## src/rtl/riscv_core_mul_div_issue.sv

```systemverilog
// Issue/return sequencer for the M-extension multiply/divide unit.
// It accepts one decoded M-op from execute and registers its operands towards the unit.
// It pulses the unit enable once, then waits for done.
// It captures the result and flags and offers them to writeback.
// A flushed op is dropped, and DRAIN absorbs the done of a unit that is still computing.
//
// Handshake semantics: a transfer on a valid/ready pair happens on a rising
// clock edge where both valid and ready are high. Valid never depends on ready.
// Once valid is raised, it and its payload stay stable until that transfer.
// The only exception is flush, which withdraws the payload.
module riscv_core_mul_div_issue #(
  parameter int XLEN     = 64,
  parameter int REG_ADDR = 5
) (
  input  logic                i_mul_div_issue_clk,
  input  logic                i_mul_div_issue_rst,
  input  logic                i_mul_div_issue_req_valid,
  output logic                o_mul_div_issue_req_ready,
  input  logic [XLEN-1:0]     i_mul_div_issue_srcA,
  input  logic [XLEN-1:0]     i_mul_div_issue_srcB,
  input  logic [3:0]          i_mul_div_issue_control,
  input  logic                i_mul_div_issue_isword,
  input  logic [REG_ADDR-1:0] i_mul_div_issue_rd,
  input  logic                i_mul_div_issue_flush,
  output logic                o_mul_div_issue_busy,
  output logic [XLEN-1:0]     o_mul_div_issue_unit_srcA,
  output logic [XLEN-1:0]     o_mul_div_issue_unit_srcB,
  output logic [3:0]          o_mul_div_issue_unit_control,
  output logic                o_mul_div_issue_unit_isword,
  output logic                o_mul_div_issue_unit_en,
  input  logic                i_mul_div_issue_unit_done,
  input  logic                i_mul_div_issue_unit_ovf,
  input  logic                i_mul_div_issue_unit_dbz,
  input  logic [XLEN-1:0]     i_mul_div_issue_unit_result,
  output logic                o_mul_div_issue_wb_valid,
  input  logic                i_mul_div_issue_wb_ready,
  output logic [REG_ADDR-1:0] o_mul_div_issue_wb_rd,
  output logic [XLEN-1:0]     o_mul_div_issue_wb_result,
  output logic                o_mul_div_issue_wb_ovf,
  output logic                o_mul_div_issue_wb_dbz
);

  typedef enum logic [2:0] {
    S_IDLE   = 3'd0,
    S_LAUNCH = 3'd1,
    S_WAIT   = 3'd2,
    S_WB     = 3'd3,
    S_DRAIN  = 3'd4
  } state_t;

  state_t              r_state;
  state_t              w_state_next;

  logic [XLEN-1:0]     r_srcA;
  logic [XLEN-1:0]     r_srcB;
  logic [3:0]          r_control;
  logic                r_isword;
  logic [REG_ADDR-1:0] r_rd;
  logic [XLEN-1:0]     r_result;
  logic                r_ovf;
  logic                r_dbz;

  logic                w_accept;
  logic                w_capture;
  logic                w_req_ready;
  logic                w_busy;
  logic                w_unit_en;
  logic                w_wb_valid;

  // A request is taken only in IDLE.
  // A flush in the same cycle wins, and the op never starts.
  assign w_accept  = (r_state == S_IDLE) && i_mul_div_issue_req_valid && !i_mul_div_issue_flush;
  // The result is kept only when done arrives in WAIT with no flush competing.
  assign w_capture = (r_state == S_WAIT) && i_mul_div_issue_unit_done && !i_mul_div_issue_flush;

  // State register
  always_ff @(posedge i_mul_div_issue_clk) begin
    if (i_mul_div_issue_rst) begin
      r_state <= S_IDLE;
    end else begin
      r_state <= w_state_next;
    end
  end

  // Next-state and state-decoded control outputs
  always_comb begin
    w_state_next = r_state;
    w_req_ready  = 1'b0;
    w_busy       = 1'b1;
    w_unit_en    = 1'b0;
    w_wb_valid   = 1'b0;
    case (r_state)
      S_IDLE: begin
        w_req_ready = 1'b1;
        w_busy      = 1'b0;
        if (w_accept) begin
          w_state_next = S_LAUNCH;
        end
      end
      S_LAUNCH: begin
        // If a flush arrives before the enable, nothing has been started yet.
        w_unit_en = !i_mul_div_issue_flush;
        if (i_mul_div_issue_flush) begin
          w_state_next = S_IDLE;
        end else begin
          w_state_next = S_WAIT;
        end
      end
      S_WAIT: begin
        if (i_mul_div_issue_unit_done) begin
          w_state_next = i_mul_div_issue_flush ? S_IDLE : S_WB;
        end else if (i_mul_div_issue_flush) begin
          // The unit is mid-computation.
          // Hold its operands until its done is absorbed.
          w_state_next = S_DRAIN;
        end
      end
      S_WB: begin
        w_wb_valid = 1'b1;
        if (i_mul_div_issue_flush || i_mul_div_issue_wb_ready) begin
          w_state_next = S_IDLE;
        end
      end
      S_DRAIN: begin
        if (i_mul_div_issue_unit_done) begin
          w_state_next = S_IDLE;
        end
      end
      default: begin
        w_state_next = S_IDLE;
      end
    endcase
  end

  // Operand registers change only when a new op is accepted.
  // This holds them stable from the enable through done.
  always_ff @(posedge i_mul_div_issue_clk) begin
    if (i_mul_div_issue_rst) begin
      r_srcA    <= '0;
      r_srcB    <= '0;
      r_control <= '0;
      r_isword  <= 1'b0;
      r_rd      <= '0;
    end else if (w_accept) begin
      r_srcA    <= i_mul_div_issue_srcA;
      r_srcB    <= i_mul_div_issue_srcB;
      r_control <= i_mul_div_issue_control;
      r_isword  <= i_mul_div_issue_isword;
      r_rd      <= i_mul_div_issue_rd;
    end
  end

  // Result and flags are captured on an accepted done.
  // The flags are passed through and never trap.
  always_ff @(posedge i_mul_div_issue_clk) begin
    if (i_mul_div_issue_rst) begin
      r_result <= '0;
      r_ovf    <= 1'b0;
      r_dbz    <= 1'b0;
    end else if (w_capture) begin
      r_result <= i_mul_div_issue_unit_result;
      r_ovf    <= i_mul_div_issue_unit_ovf;
      r_dbz    <= i_mul_div_issue_unit_dbz;
    end
  end

  assign o_mul_div_issue_req_ready    = w_req_ready;
  assign o_mul_div_issue_busy         = w_busy;
  assign o_mul_div_issue_unit_en      = w_unit_en;
  assign o_mul_div_issue_unit_srcA    = r_srcA;
  assign o_mul_div_issue_unit_srcB    = r_srcB;
  assign o_mul_div_issue_unit_control = r_control;
  assign o_mul_div_issue_unit_isword  = r_isword;
  assign o_mul_div_issue_wb_valid     = w_wb_valid;
  assign o_mul_div_issue_wb_rd        = r_rd;
  assign o_mul_div_issue_wb_result    = r_result;
  assign o_mul_div_issue_wb_ovf       = r_ovf;
  assign o_mul_div_issue_wb_dbz       = r_dbz;

endmodule

```

## config.mk

```make
export PLATFORM = sky130hd
export DESIGN_NAME = riscv_core_mul_div_issue
export DESIGN_NICKNAME = d
export VERILOG_FILES = /design/src/rtl/riscv_core_mul_div_issue.sv
export SDC_FILE = /design/constraint.sdc
export NUM_CORES = 1
export LEC_CHECK = 0
export BUFFER_PORTS_ARGS = -buffer_cell sky130_fd_sc_hd__buf_2
export CAP_MARGIN = 15
export CORE_AREA = 4 4 161 163
export DETAILED_ROUTE_END_ITERATION = 6
export DIE_AREA = 0 0 165 167
export GPL_TIMING_DRIVEN = 1
export HOLD_SLACK_MARGIN = 0.15
export PLACE_DENSITY = 0.55
export SKIP_CTS_REPAIR_TIMING = 1
export SLEW_MARGIN = 10
export SYNTH_ARGS = -nofsm -noshare
export SYNTH_HDL_FRONTEND = slang
export SYNTH_SLANG_ARGS = --single-unit
```

## constraint.sdc

```tcl
create_clock -name i_mul_div_issue_clk -period 1.7 [get_ports i_mul_div_issue_clk]
set_clock_uncertainty 0.2 [all_clocks]
set_input_delay 0.34 -clock i_mul_div_issue_clk [delete_from_list [all_inputs] [get_ports i_mul_div_issue_clk]]
set_output_delay 0.34 -clock i_mul_div_issue_clk [all_outputs]
set_load 0.02 [all_outputs]
```

* Word level (Yosys, flattened, before mapping)
Index checks and enable logic that the tools add are counted.
Word-level totals: memory bits (writable) 0, memories 0, register bits after elaboration 207, output and inout bits 208, logic and storage cells 37, bits in read-only memories 0, bits of input ports 210, latch bits 0
Cells by class: $mul 0, reduce and logical (&&, ||, !) cells 8, add/sub/neg operators 0, divide/modulo/power cells 0, magnitude comparators 0, bitwise logic cells 0, equal/unequal tests 8, shift operators 0, multiplexer cells 12
Operators by type and width (count):
- $mux W3 | 5
- $pmux W3 S5 | 1
- $eq A3 B2 Y1 const B | 2
- $ne A2 B2 Y1 const B | 3
- $logic_and A1 B1 Y1 | 4
- $mux W1 | 4
- $mux W2 | 2
- $reduce_and A4 Y1 | 1
- $eq A3 B1 Y1 const B | 1
- $eq A3 B3 Y1 const B | 1
- $logic_not A3 Y1 | 1
- $ne A3 B3 Y1 const B | 1
- $logic_not A1 Y1 | 1
- $logic_or A1 B1 Y1 | 1

* Longest topological paths before layout
word-level depth 5, depth in mapped cells 7, depth with buffers taken out 4

* Least setup slack after synthesis
OpenSTA, ideal clock, no wires.
path type flip-flop to output port, from register r_state[0], to output o_mul_div_issue_unit_en, stages on the path, launching flop included 4, arrival time 1296 ps, path buffers 1, slack -136 ps, data required time 1160 ps, path through dfxtp_1 > buf_2 > inv_1 > nor4_1
On the way: cells in the longest elaborated chain, start to end 2
Ends and longest elaborated chain:
- start: declaration | line 51 | state_t r_state;
- start signal: assignment | line 81 | r_state <= w_state_next;
- $eq A3 B1 Y1 | line 92 | case (r_state)
- $mux W1 | line 92
- end: declaration | line 30 | output logic o_mul_div_issue_unit_en,
Every way passes these cells.

* Worst setup path after layout
from register r_state[2], to output o_mul_div_issue_busy
On the way: cells in the longest elaborated chain, start to end 2
Ends and longest elaborated chain:
- $logic_not A3 Y1 | line 92
- $mux W1 | line 92
- end: declaration | line 25 | output logic o_mul_div_issue_busy,
Every way passes these cells.

==> flow_summary.json <==
{
  "outcome": "complete, but fails checks",
  "failed_checks": "setup timing",
  "cp_max_fo": 5,
  "numClockSinks": 207,
  "path_clk_slew_ns": 0.06,
  "critPathTopFamily": "flip-flops",
  "critPathLaunchType": "flip-flop",
  "grt_pass1_wl_mm": 38.9,
  "syn_area_per_cell_um2": 7.93,
  "clock_path_buffers": 3,
  "powerDensity_nw_per_um2": 911,
  "layout-drive-gt1-share": 0.332,
  "pre_cts_slack_ns": 0.0281,
  "ios": 418,
  "route.detailed.drc": 0,
  "final_cell_mix": "buf_2, nand2_1, dlygate4sd3_1, dfxtp_1, a21oi_1",
  "coreArea_um2": 24300,
  "cp-end-kind": "output pin",
  "max-vdd-ir-drop_uv": 568,
  "synth_top_flop_cell": "dfxtp_1",
  "synth_seq_area_share": 0.570,
  "wl_per_cell_um": 15.9,
  "max_freq_mhz": 507,
  "period_share": 1.16,
  "post-dp-hpwl_mm": 19.0,
  "critPathSlowestCell": "dfxtp_4",
  "final_common_cell": "buf_2",
  "crit_type": "reg -> out",
  "wl_mm": 29.9,
  "portBuffers": 417,
  "vias": 8556,
  "syn_area_um2": 7270,
  "via_per_inst": 4.55,
  "dieArea_um2": 27600,
  "hp-class": "in -> reg",
  "drt_iter0_markers": 465,
  "gr-total-overflow": 0,
  "die_h_um": 167,
  "antenna_found_initial": 0,
  "ys_warn_count": 0,
  "nNetsFinal": 1752,
  "htreeDepth": 1,
  "worstPathArrival_ns": 1.43,
  "firstDrtPassIters": 5,
  "syn2layout_area_growth_pct": 77.9,
  "insertion_delay_ns": 0.51,
  "grt_max_degree": 102,
  "routabilityCongestion": 0.783,
  "synth_edf_count": 0,
  "synth_seq_cells": 207,
  "cp_slowest_stage_delay_ns": 0.37,
  "rsz0062_at_grt": "true",
  "fin_crit_ns": 1.97,
  "diodes": 0,
  "ant_nets": 0,
  "grt_pass1_vias": 7240,
  "path_cells": "buf_6 -> nor3_4 -> inv_1 -> buf_6",
  "grt.total_usage": 0.173,
  "cp_common_cell": "buf_6",
  "syn_inst": 917,
  "num_rows": 57,
  "setup_viol": 4,
  "synth_nets": 1127,
  "leakagePower_uw": 0.00585,
  "fin_ws_ns": -0.274,
  "die_w_um": 165,
  "maxCapViolations": 0,
  "worst_pin_slew_ns": 0.371,
  "crit_buf_inv": 3,
  "synth_cell_types": 23,
  "hold-worst-slack_ns": 0.161,
  "synth-async-reset-ratio": 0,
  "cts-buffers-inserted": 24,
  "slew_violations": 0,
  "cts_tree": "built",
  "start_util": 0.299,
  "required_ns": 1.16,
  "max_slew_margin": 0.753,
  "fill_cells": 2187,
  "hold_viol": 0,
  "ctsRootBufferMaster": "clkbuf_16"
}
[metal layers]
layer  GRT usage  vias up  wire length, um
li1            -     4194                -
met1       0.194     3943            11500
met2       0.300      364            15000
met3      0.0717       55             2680
met4      0.0503        0              667
met5           0        -                0
[metrics by stage]
step	setup TNS, ns	cell area [um^2]	util	power (uW)	cells
after floorplan	0	7280	-	5870	917
after global placement	0	9780	0.402	6470	1617
after detailed placement	0	9780	0.402	6490	1617
after CTS	-1.51	10500	0.433	11400	1659
after global routing	-1.31	12900	0.532	12300	1882
final	-1.02	12900	0.532	11800	1882
[flip-flops by register name (all words and copies together), names as in the netlist]
register and count:
o_mul_div_issue_wb_rd 5, o_mul_div_issue_unit_srcA 64, r_state 3, o_mul_div_issue_wb_result 64
o_mul_div_issue_unit_srcB 64, o_mul_div_issue_unit_isword 1, o_mul_div_issue_wb_ovf 1, o_mul_div_issue_wb_dbz 1
o_mul_div_issue_unit_control 4
[worst reg2reg max path: stages, from the launching register on]
cell,delay (ns)
dfxtp_4,0.37
buf_6,0.13
buf_4,0.13
a211o_1,0.25
a21oi_1,0.20
nand4b_1,0.15
o31ai_1,0.09
[cell usage after synthesis, types with 2 or more instances]
master / number / area share
nand3_1: 2 / 0.0014
nor2_1: 3 / 0.0015
buf_6: 11 / 0.017
a21oi_1: 207 / 0.14
nand4b_1: 2 / 0.0024
nand2_1: 410 / 0.21
nor3_1: 2 / 0.0014
inv_1: 3 / 0.0015
buf_2: 25 / 0.017
dfxtp_1: 207 / 0.57
clkbuf_1: 26 / 0.013
buf_4: 8 / 0.0083
[report_power, final]
part / total, uW / internal, uW / switching, uW
clock network: 4900 / 2940 / 1960
registers: 5110 / 5020 / 81.5
logic: 1780 / 878 / 902
total: 11800 / 8840 / 2950
[area by class of cell]
cell class	instances	area, um^2	share of cell area
Timing Repair Buffer	668	4790	0.370
Clock inverter	5	27.5	0.00213
Multi-Input combinational cell	638	2820	0.218
Sequential cell	207	4150	0.321
Inverter	3	11.3	0.000871
Tap cell	324	405	0.0313
Clock buffer	37	731	0.0565
[cells by family after synthesis]
family | share of synthesized area
DFF | 0.570
AOI/OAI and AO/OA | 0.146
and+or+nand+nor | 0.226
buffers and inverters | 0.0575
[final timing paths]
| check | from | end | slack, ns | cells after the start |
|---|---|---|---|---|
| worst max-delay path | r_state[2]$_SDFFE_PP0P_ | o_mul_div_issue_busy | -0.27 | 4 |
| worst min-delay path | i_mul_div_issue_unit_done | r_state[2]$_SDFFE_PP0P_ | 0.16 | 6 |
| worst max register to register | r_state[2]$_SDFFE_PP0P_ | r_state[0]$_SDFFE_PP0P_ | 0.04 | 6 |
| worst min register to register | o_mul_div_issue_wb_result[49]$_SDFFE_PP0P_ | o_mul_div_issue_wb_result[49]$_SDFFE_PP0P_ | 0.25 | 2 |
No activity file was read; power rests on OpenSTA's default activity.
